**src/rtl/ui_pkg.sv**
```systemverilog
// ui_pkg: clock rate, default debounce window and the ui_in channel map,
// shared by the game FSM and ui_debounce.
package ui_pkg;
    localparam int CLK_HZ                  = 20_000_000;
    localparam int DEFAULT_DEBOUNCE_CYCLES = 20_000;
    localparam int UI_CH_COUNT             = 8;
    localparam int CH_SW0       = 0;
    localparam int CH_SW1       = 1;
    localparam int CH_SW2       = 2;
    localparam int CH_SW3       = 3;
    localparam int CH_BTN_START = 4;
    localparam int CH_BTN_A     = 5;
    localparam int CH_BTN_B     = 6;
    localparam int CH_BTN_C     = 7;
endpackage

```
**src/rtl/ui_debounce_ch.sv**
```systemverilog
// ui_debounce_ch: one input channel - two-flop synchroniser, stable-count debouncer,
// registered rise/fall pulses suppressed while mask is high.
module ui_debounce_ch import ui_pkg::*; #(
    parameter int   DEBOUNCE_CYCLES = DEFAULT_DEBOUNCE_CYCLES,
    parameter logic INIT_LEVEL      = 1'b0
) (
    input  logic clk,
    input  logic reset,
    input  logic raw,
    input  logic mask,
    output logic level,
    output logic rise,
    output logic fall
);
    localparam int CW = $clog2(DEBOUNCE_CYCLES);
    localparam logic [CW-1:0] LAST = CW'(DEBOUNCE_CYCLES - 1);

    logic          sync1;
    logic          sync2;
    logic [CW-1:0] cnt;
    logic          accept;

    assign accept = (sync2 != level) && (cnt == LAST);

    // Any cycle agreeing with the current level restarts the stable count.
    always_ff @(posedge clk or posedge reset) begin
        if (reset) begin
            sync1 <= INIT_LEVEL;
            sync2 <= INIT_LEVEL;
            level <= INIT_LEVEL;
            cnt   <= '0;
            rise  <= 1'b0;
            fall  <= 1'b0;
        end else begin
            sync1 <= raw;
            sync2 <= sync1;
            cnt   <= (sync2 == level || cnt == LAST) ? '0 : cnt + CW'(1);
            if (accept) level <= sync2;
            rise  <= accept && sync2 && !mask;
            fall  <= accept && !sync2 && !mask;
        end
    end
endmodule

```
**src/rtl/ui_debounce.sv**
```systemverilog
// ui_debounce: WIDTH-channel switch/button conditioner with a post-reset settle flag.
// UI_DEBOUNCE_SETTLE_EN enables the settle counter and pulse masking; otherwise settled is tied high.
module ui_debounce import ui_pkg::*; #(
    parameter int               WIDTH           = UI_CH_COUNT,
    parameter int               DEBOUNCE_CYCLES = DEFAULT_DEBOUNCE_CYCLES,
    parameter logic [WIDTH-1:0] INIT_LEVEL      = '0
) (
    input  logic             clk,
    input  logic             reset,
    input  logic [WIDTH-1:0] raw_in,
    output logic [WIDTH-1:0] level_out,
    output logic [WIDTH-1:0] rise_pulse,
    output logic [WIDTH-1:0] fall_pulse,
    output logic             settled
);
    logic mask;

`ifdef UI_DEBOUNCE_SETTLE_EN
    localparam int SCW = $clog2(DEBOUNCE_CYCLES + 3);
    localparam logic [SCW-1:0] SETTLE_LAST = SCW'(DEBOUNCE_CYCLES + 1);

    logic [SCW-1:0] settle_cnt;

    // Counts to DEBOUNCE_CYCLES+2 then freezes with settled high.
    always_ff @(posedge clk or posedge reset) begin
        if (reset) begin
            settle_cnt <= '0;
            settled    <= 1'b0;
        end else if (!settled) begin
            settle_cnt <= settle_cnt + SCW'(1);
            settled    <= settle_cnt == SETTLE_LAST;
        end
    end

    assign mask = !settled;
`else
    assign settled = 1'b1;
    assign mask    = 1'b0;
`endif

    for (genvar i = 0; i < WIDTH; i++) begin : g_ch
        ui_debounce_ch #(
            .DEBOUNCE_CYCLES(DEBOUNCE_CYCLES),
            .INIT_LEVEL     (INIT_LEVEL[i])
        ) u_ch (
            .clk  (clk),
            .reset(reset),
            .raw  (raw_in[i]),
            .mask (mask),
            .level(level_out[i]),
            .rise (rise_pulse[i]),
            .fall (fall_pulse[i])
        );
    end
endmodule

```
**config.mk**
```make
export PLATFORM = sky130hd
export DESIGN_NAME = ui_debounce
export DESIGN_NICKNAME = d
export VERILOG_FILES = /design/src/rtl/ui_pkg.sv /design/src/rtl/ui_debounce_ch.sv /design/src/rtl/ui_debounce.sv
export SDC_FILE = /design/constraint.sdc
export NUM_CORES = 1
export LEC_CHECK = 0
export CAP_MARGIN = 20
export CORE_ASPECT_RATIO = 0.7
export CORE_MARGIN = 4
export CORE_UTILIZATION = 56
export CTS_BUF_LIST = sky130_fd_sc_hd__clkbuf_4
export CTS_CLUSTER_SIZE = 8
export DETAILED_ROUTE_END_ITERATION = 6
export PLACE_DENSITY = 0.77
export REMOVE_ABC_BUFFERS = 1
export SLEW_MARGIN = 20
export SYNTH_ARGS = -nofsm -noshare
export SYNTH_HDL_FRONTEND = slang
export SYNTH_SLANG_ARGS = --single-unit
```
**constraint.sdc**
```tcl
create_clock -name clk -period 5.4 [get_ports clk]
set_input_delay 1.35 -clock clk [delete_from_list [all_inputs] [get_ports clk]]
set_output_delay 1.35 -clock clk [all_outputs]
set_load 0.005 [all_outputs]
```
==> run_results.csv <==
group,metric,value,unit
synthesis,leading_cell_types_by_total_area_after_synthesis,"dfrtp_1 55%, xor2_1 8.6%, nor2_1 6.1%, xnor2_1 5.0%, nand4_1 3.6%",
clock_network,cts-root-to-sink-buffers,2,
synthesis,synth_seq_area_share,55.5,%
routing,vias,4668,
placement,dp_hpwl,8.30,mm
timing,finalHoldViolCount,0,
setup_path,endpoint_kind,"output pin",
die,fp.dieW,144,microns
power_and_ir_drop,net-switching-power,491,uW
synthesis,synth_area_leader_cell,"dfrtp_1",
synthesis,synth.distinct_cells,29,
setup_path,r2r-end,"g_ch[2].u_ch.level",
routing,routedWlPerCell,14.4,microns
routing,route.antenna.remaining_nets,0,
synthesis,synth_async_sr_flop_share,100,%
setup_path,crit_path_cell_trace,"clkdlybuf4s50_1",
timing,slew-limit-headroom,47.3,%
placement,placement.io_buffers,33,
setup_path,cp.required,4.05,ns
routing,route.detailed.drc,0,
clock_network,tritoncts,"done",
global_routing,fraction_of_met1_tracks_used_by_global_routing,25.2,%
die,fp.dieH,103,microns
setup_path,path_depth,1,
global_routing,grt.met3_usage,5.24,%
clock_network,cts_sinks,160,
hold_path,holdCritPathClass,"reg -> reg",
setup_path,worst_path_max_delay_cell,"clkdlybuf4s50_1",
setup_path,worst_ep_arrival_time,1.52,ns
power_and_ir_drop,ir_worst_vdd,0.152,mV
routing,firstDrtPassIters,5,
timing,fin_worst_skew,0.0245,ns
flow_run,max_cap_violations,0,
die,die-area,14800,sq um
power_and_ir_drop,design_power_total,2020,uW
synthesis,synth_commonest_cells,"160 x dfrtp_1, 117 x nor2_1, 71 x xor2_1, 41 x nand4_1, 41 x xnor2_1",
power_and_ir_drop,seq_power_share,61.4,%
synthesis,synth_edf_count,0,
global_routing,grt_busiest_layer,"met2",
timing,timing_max_transition_violations_final,0,
die,placeableCoreArea,12500,sq um
clock_network,clk_latency_worst_skew_pair,0.55,ns
setup_path,maximum_fanout_along_the_worst_path,5,
power_and_ir_drop,pwr-share-comb,3.6,%
global_routing,first_global_vias,4680,
timing,min_period,2.87,ns
power_and_ir_drop,pwr-share-clk,35.0,%
global_routing,global_route.usage.total,18.5,%
clock_network,root_driver,"clkbuf_4",
cells_and_area,antennaDiodeCount,0,
timing,grt_setup_unrepaired,"no",
clock_network,number_of_instances_resized_during_post_cts_repair,0,
setup_path,timing.critical_path.max_delay_family,"buffers and inverters",
synthesis,synth.yosys.warnings,0,
cells_and_area,fillerInstances,1000,
setup_path,worst_path_largest_cell_delay,0.53,ns
setup_path,worst-r2r-setup-slack,3.40,ns
setup_path,critPathBufInv,1,
timing,max_clock_freq,349,MHz
placement,gpl.final_weighted_congestion,0.830,
timing,post-route-period-util,53.1,%
setup_path,cp-start-kind,"register",
cells_and_area,layout.nets,696,
placement,place_inst,821,
routing,routed_wirelength,12.3,mm
clock_network,clkSlewWorstSetupHoldPaths,0.13,ns
global_routing,grt_antenna_before_repair,0,
power_and_ir_drop,power_switching_share,24.3,%
synthesis,dominantRegCellSynth,"dfrtp_1",
cells_and_area,final_layout_size_suffix_gt1_share,6.80,%
synthesis,synthesis.area,7210,sq um
global_routing,grt_max_degree,119,
power_and_ir_drop,leakage,0.00338,uW
global_routing,grt_overflow_total,0,
cells_and_area,area_growth_syn_to_layout,7.82,%
synthesis,yosys.cell_count.top_type,"dfrtp_1",
global_routing,grt_util_met2,29.5,%
synthesis,synth_top_area_share,55.5,%
global_routing,grt_first_pass_wirelength,21.9,mm
setup_path,path_class,"reg -> out",
setup_path,rr_worst_depth,3,
routing,drt-initial-drc-count,239,
synthesis,synth_area_per_cell,10.8,sq um
run_status,result_of_the_run,"completed",
power_and_ir_drop,cellInternalPower,1530,uW
timing,setup_violations,0,
power_and_ir_drop,power.density_cell_area,259,nW/um^2
clock_network,cts.hold.buffers_added,0,
die,initial_core_util,57.7,%
clock_network,cts.repair_timing.setup_buffer_count,0,
clock_network,cts-htree-levels,4,
setup_path,cp-startpoint,"g_ch[2].u_ch.level",
timing,hold_ws,0.362,ns
routing,avgViaCountPerCell,5.47,
die,placement_rows,34,
synthesis,synth_cells,666,
clock_network,tritoncts.num_buffers,17,
setup_path,crit_path_end,"level_out[2]",
die,io_pins,35,
cells_and_area,final_cell_count_no_fill,853,
setup_path,crit-reg2reg-launch,"g_ch[2].u_ch.cnt[8]",
timing,tightest_slew,0.790,ns
synthesis,postSynthRegisterBits,160,
==> state kept, by name, indices dropped and copies added, names as in the netlist <==
signal / count
g_ch.u_ch.cnt: 120
g_ch.u_ch.fall: 8
g_ch.u_ch.level: 8
g_ch.u_ch.rise: 8
g_ch.u_ch.sync1: 8
g_ch.u_ch.sync2: 8
==> cells by family (layout without fill, tap and decap cells) <==
logic type               Yosys count  count (layout)  share of synthesized area [%]
XOR/XNOR                         112             112                           13.6
adder cells (fa/ha/maj)            8               8                           1.39
buffers and inverters             51              76                           4.23
flip-flops                       160             160                           55.5
multiplexers                       8               8                           1.35
other                              1               1                         0.0520
AND/OR/NAND/NOR                  326             326                           23.9
==> stage by stage <==
stage               cell area, sq um  setup slack (ns)  setup TNS (ns)  utilization, %
CTS                             7780              2.48               0            62.2
global placement                7500              2.46               0            59.9
floorplan                       6940            -0.270          -43.19               -
global route                    7780              2.41               0            62.2
finish                          7780              2.53               0            62.2
detailed placement              7500              2.42               0            59.9
==> layout make-up <==
| cell class | count | area, sq um | area share, % |
|---|---|---|---|
| clock inverter | 13 | 138 | 1.77 |
| timing repair buffer | 35 | 345 | 4.44 |
| sequential | 160 | 4000 | 51.5 |
| clock buffer | 19 | 143 | 1.83 |
| inverter | 9 | 41.3 | 0.531 |
| tap | 162 | 203 | 2.61 |
| multi-input combinational | 455 | 2910 | 37.3 |
==> worst min-delay path by stage <==
stage | startpoint | endpoint | slack [ns] | depth (start not counted)
CTS | g_ch[4].u_ch.sync1 | g_ch[4].u_ch.sync2 | 0.36 | 0
detailed placement | g_ch[0].u_ch.sync1 | g_ch[0].u_ch.sync2 | 0.34 | 0
finish | g_ch[4].u_ch.sync1 | g_ch[4].u_ch.sync2 | 0.36 | 0
floorplan | g_ch[0].u_ch.sync1 | g_ch[0].u_ch.sync2 | 0.33 | 0
global placement | g_ch[0].u_ch.sync1 | g_ch[0].u_ch.sync2 | 0.33 | 0
global route | g_ch[0].u_ch.sync1 | g_ch[0].u_ch.sync2 | 0.37 | 0
==> layout by cell type, fill, tap and decap left out, types with 4 or more instances in the layout <==
| cell | instances |
|---|---|
| and2_1 | 4 |
| xnor2_1 | 41 |
| dfrtp_1 | 160 |
| and4_1 | 19 |
| nor3_1 | 19 |
| mux2_2 | 6 |
| xor2_1 | 71 |
| clkdlybuf4s50_1 | 33 |
| and3_1 | 13 |
| nor4_1 | 12 |
| ha_1 | 8 |
| nor3b_1 | 17 |
| nor4b_1 | 5 |
| nor2_1 | 117 |
| nand3_1 | 39 |
| nand4_1 | 41 |
| clkbuf_4 | 19 |
| nand2_1 | 28 |
| clkinvlp_4 | 4 |
| inv_1 | 8 |
==> metal layers <==
metal	routed length, microns	part of all wire, %	up-vias
met3	514	4.2	14
met5	0	0	-
met4	153	1.2	0
met1	5960	49	2303
met2	5660	46	73
li1	-	-	2278
==> power groups by stage <==
| stage | Combinational, uW | Clock (uW) | Sequential [uW] |
|---|---|---|---|
| global placement | 72.4 | 0 | 1260 |
| detailed placement | 76.1 | 0 | 1260 |
| floorplan | 51.1 | 0 | 1260 |
| global route | 85.8 | 786 | 1240 |
| finish | 73.4 | 706 | 1240 |
| CTS | 76.3 | 724 | 1240 |
(Power assumes the default switching activity.)
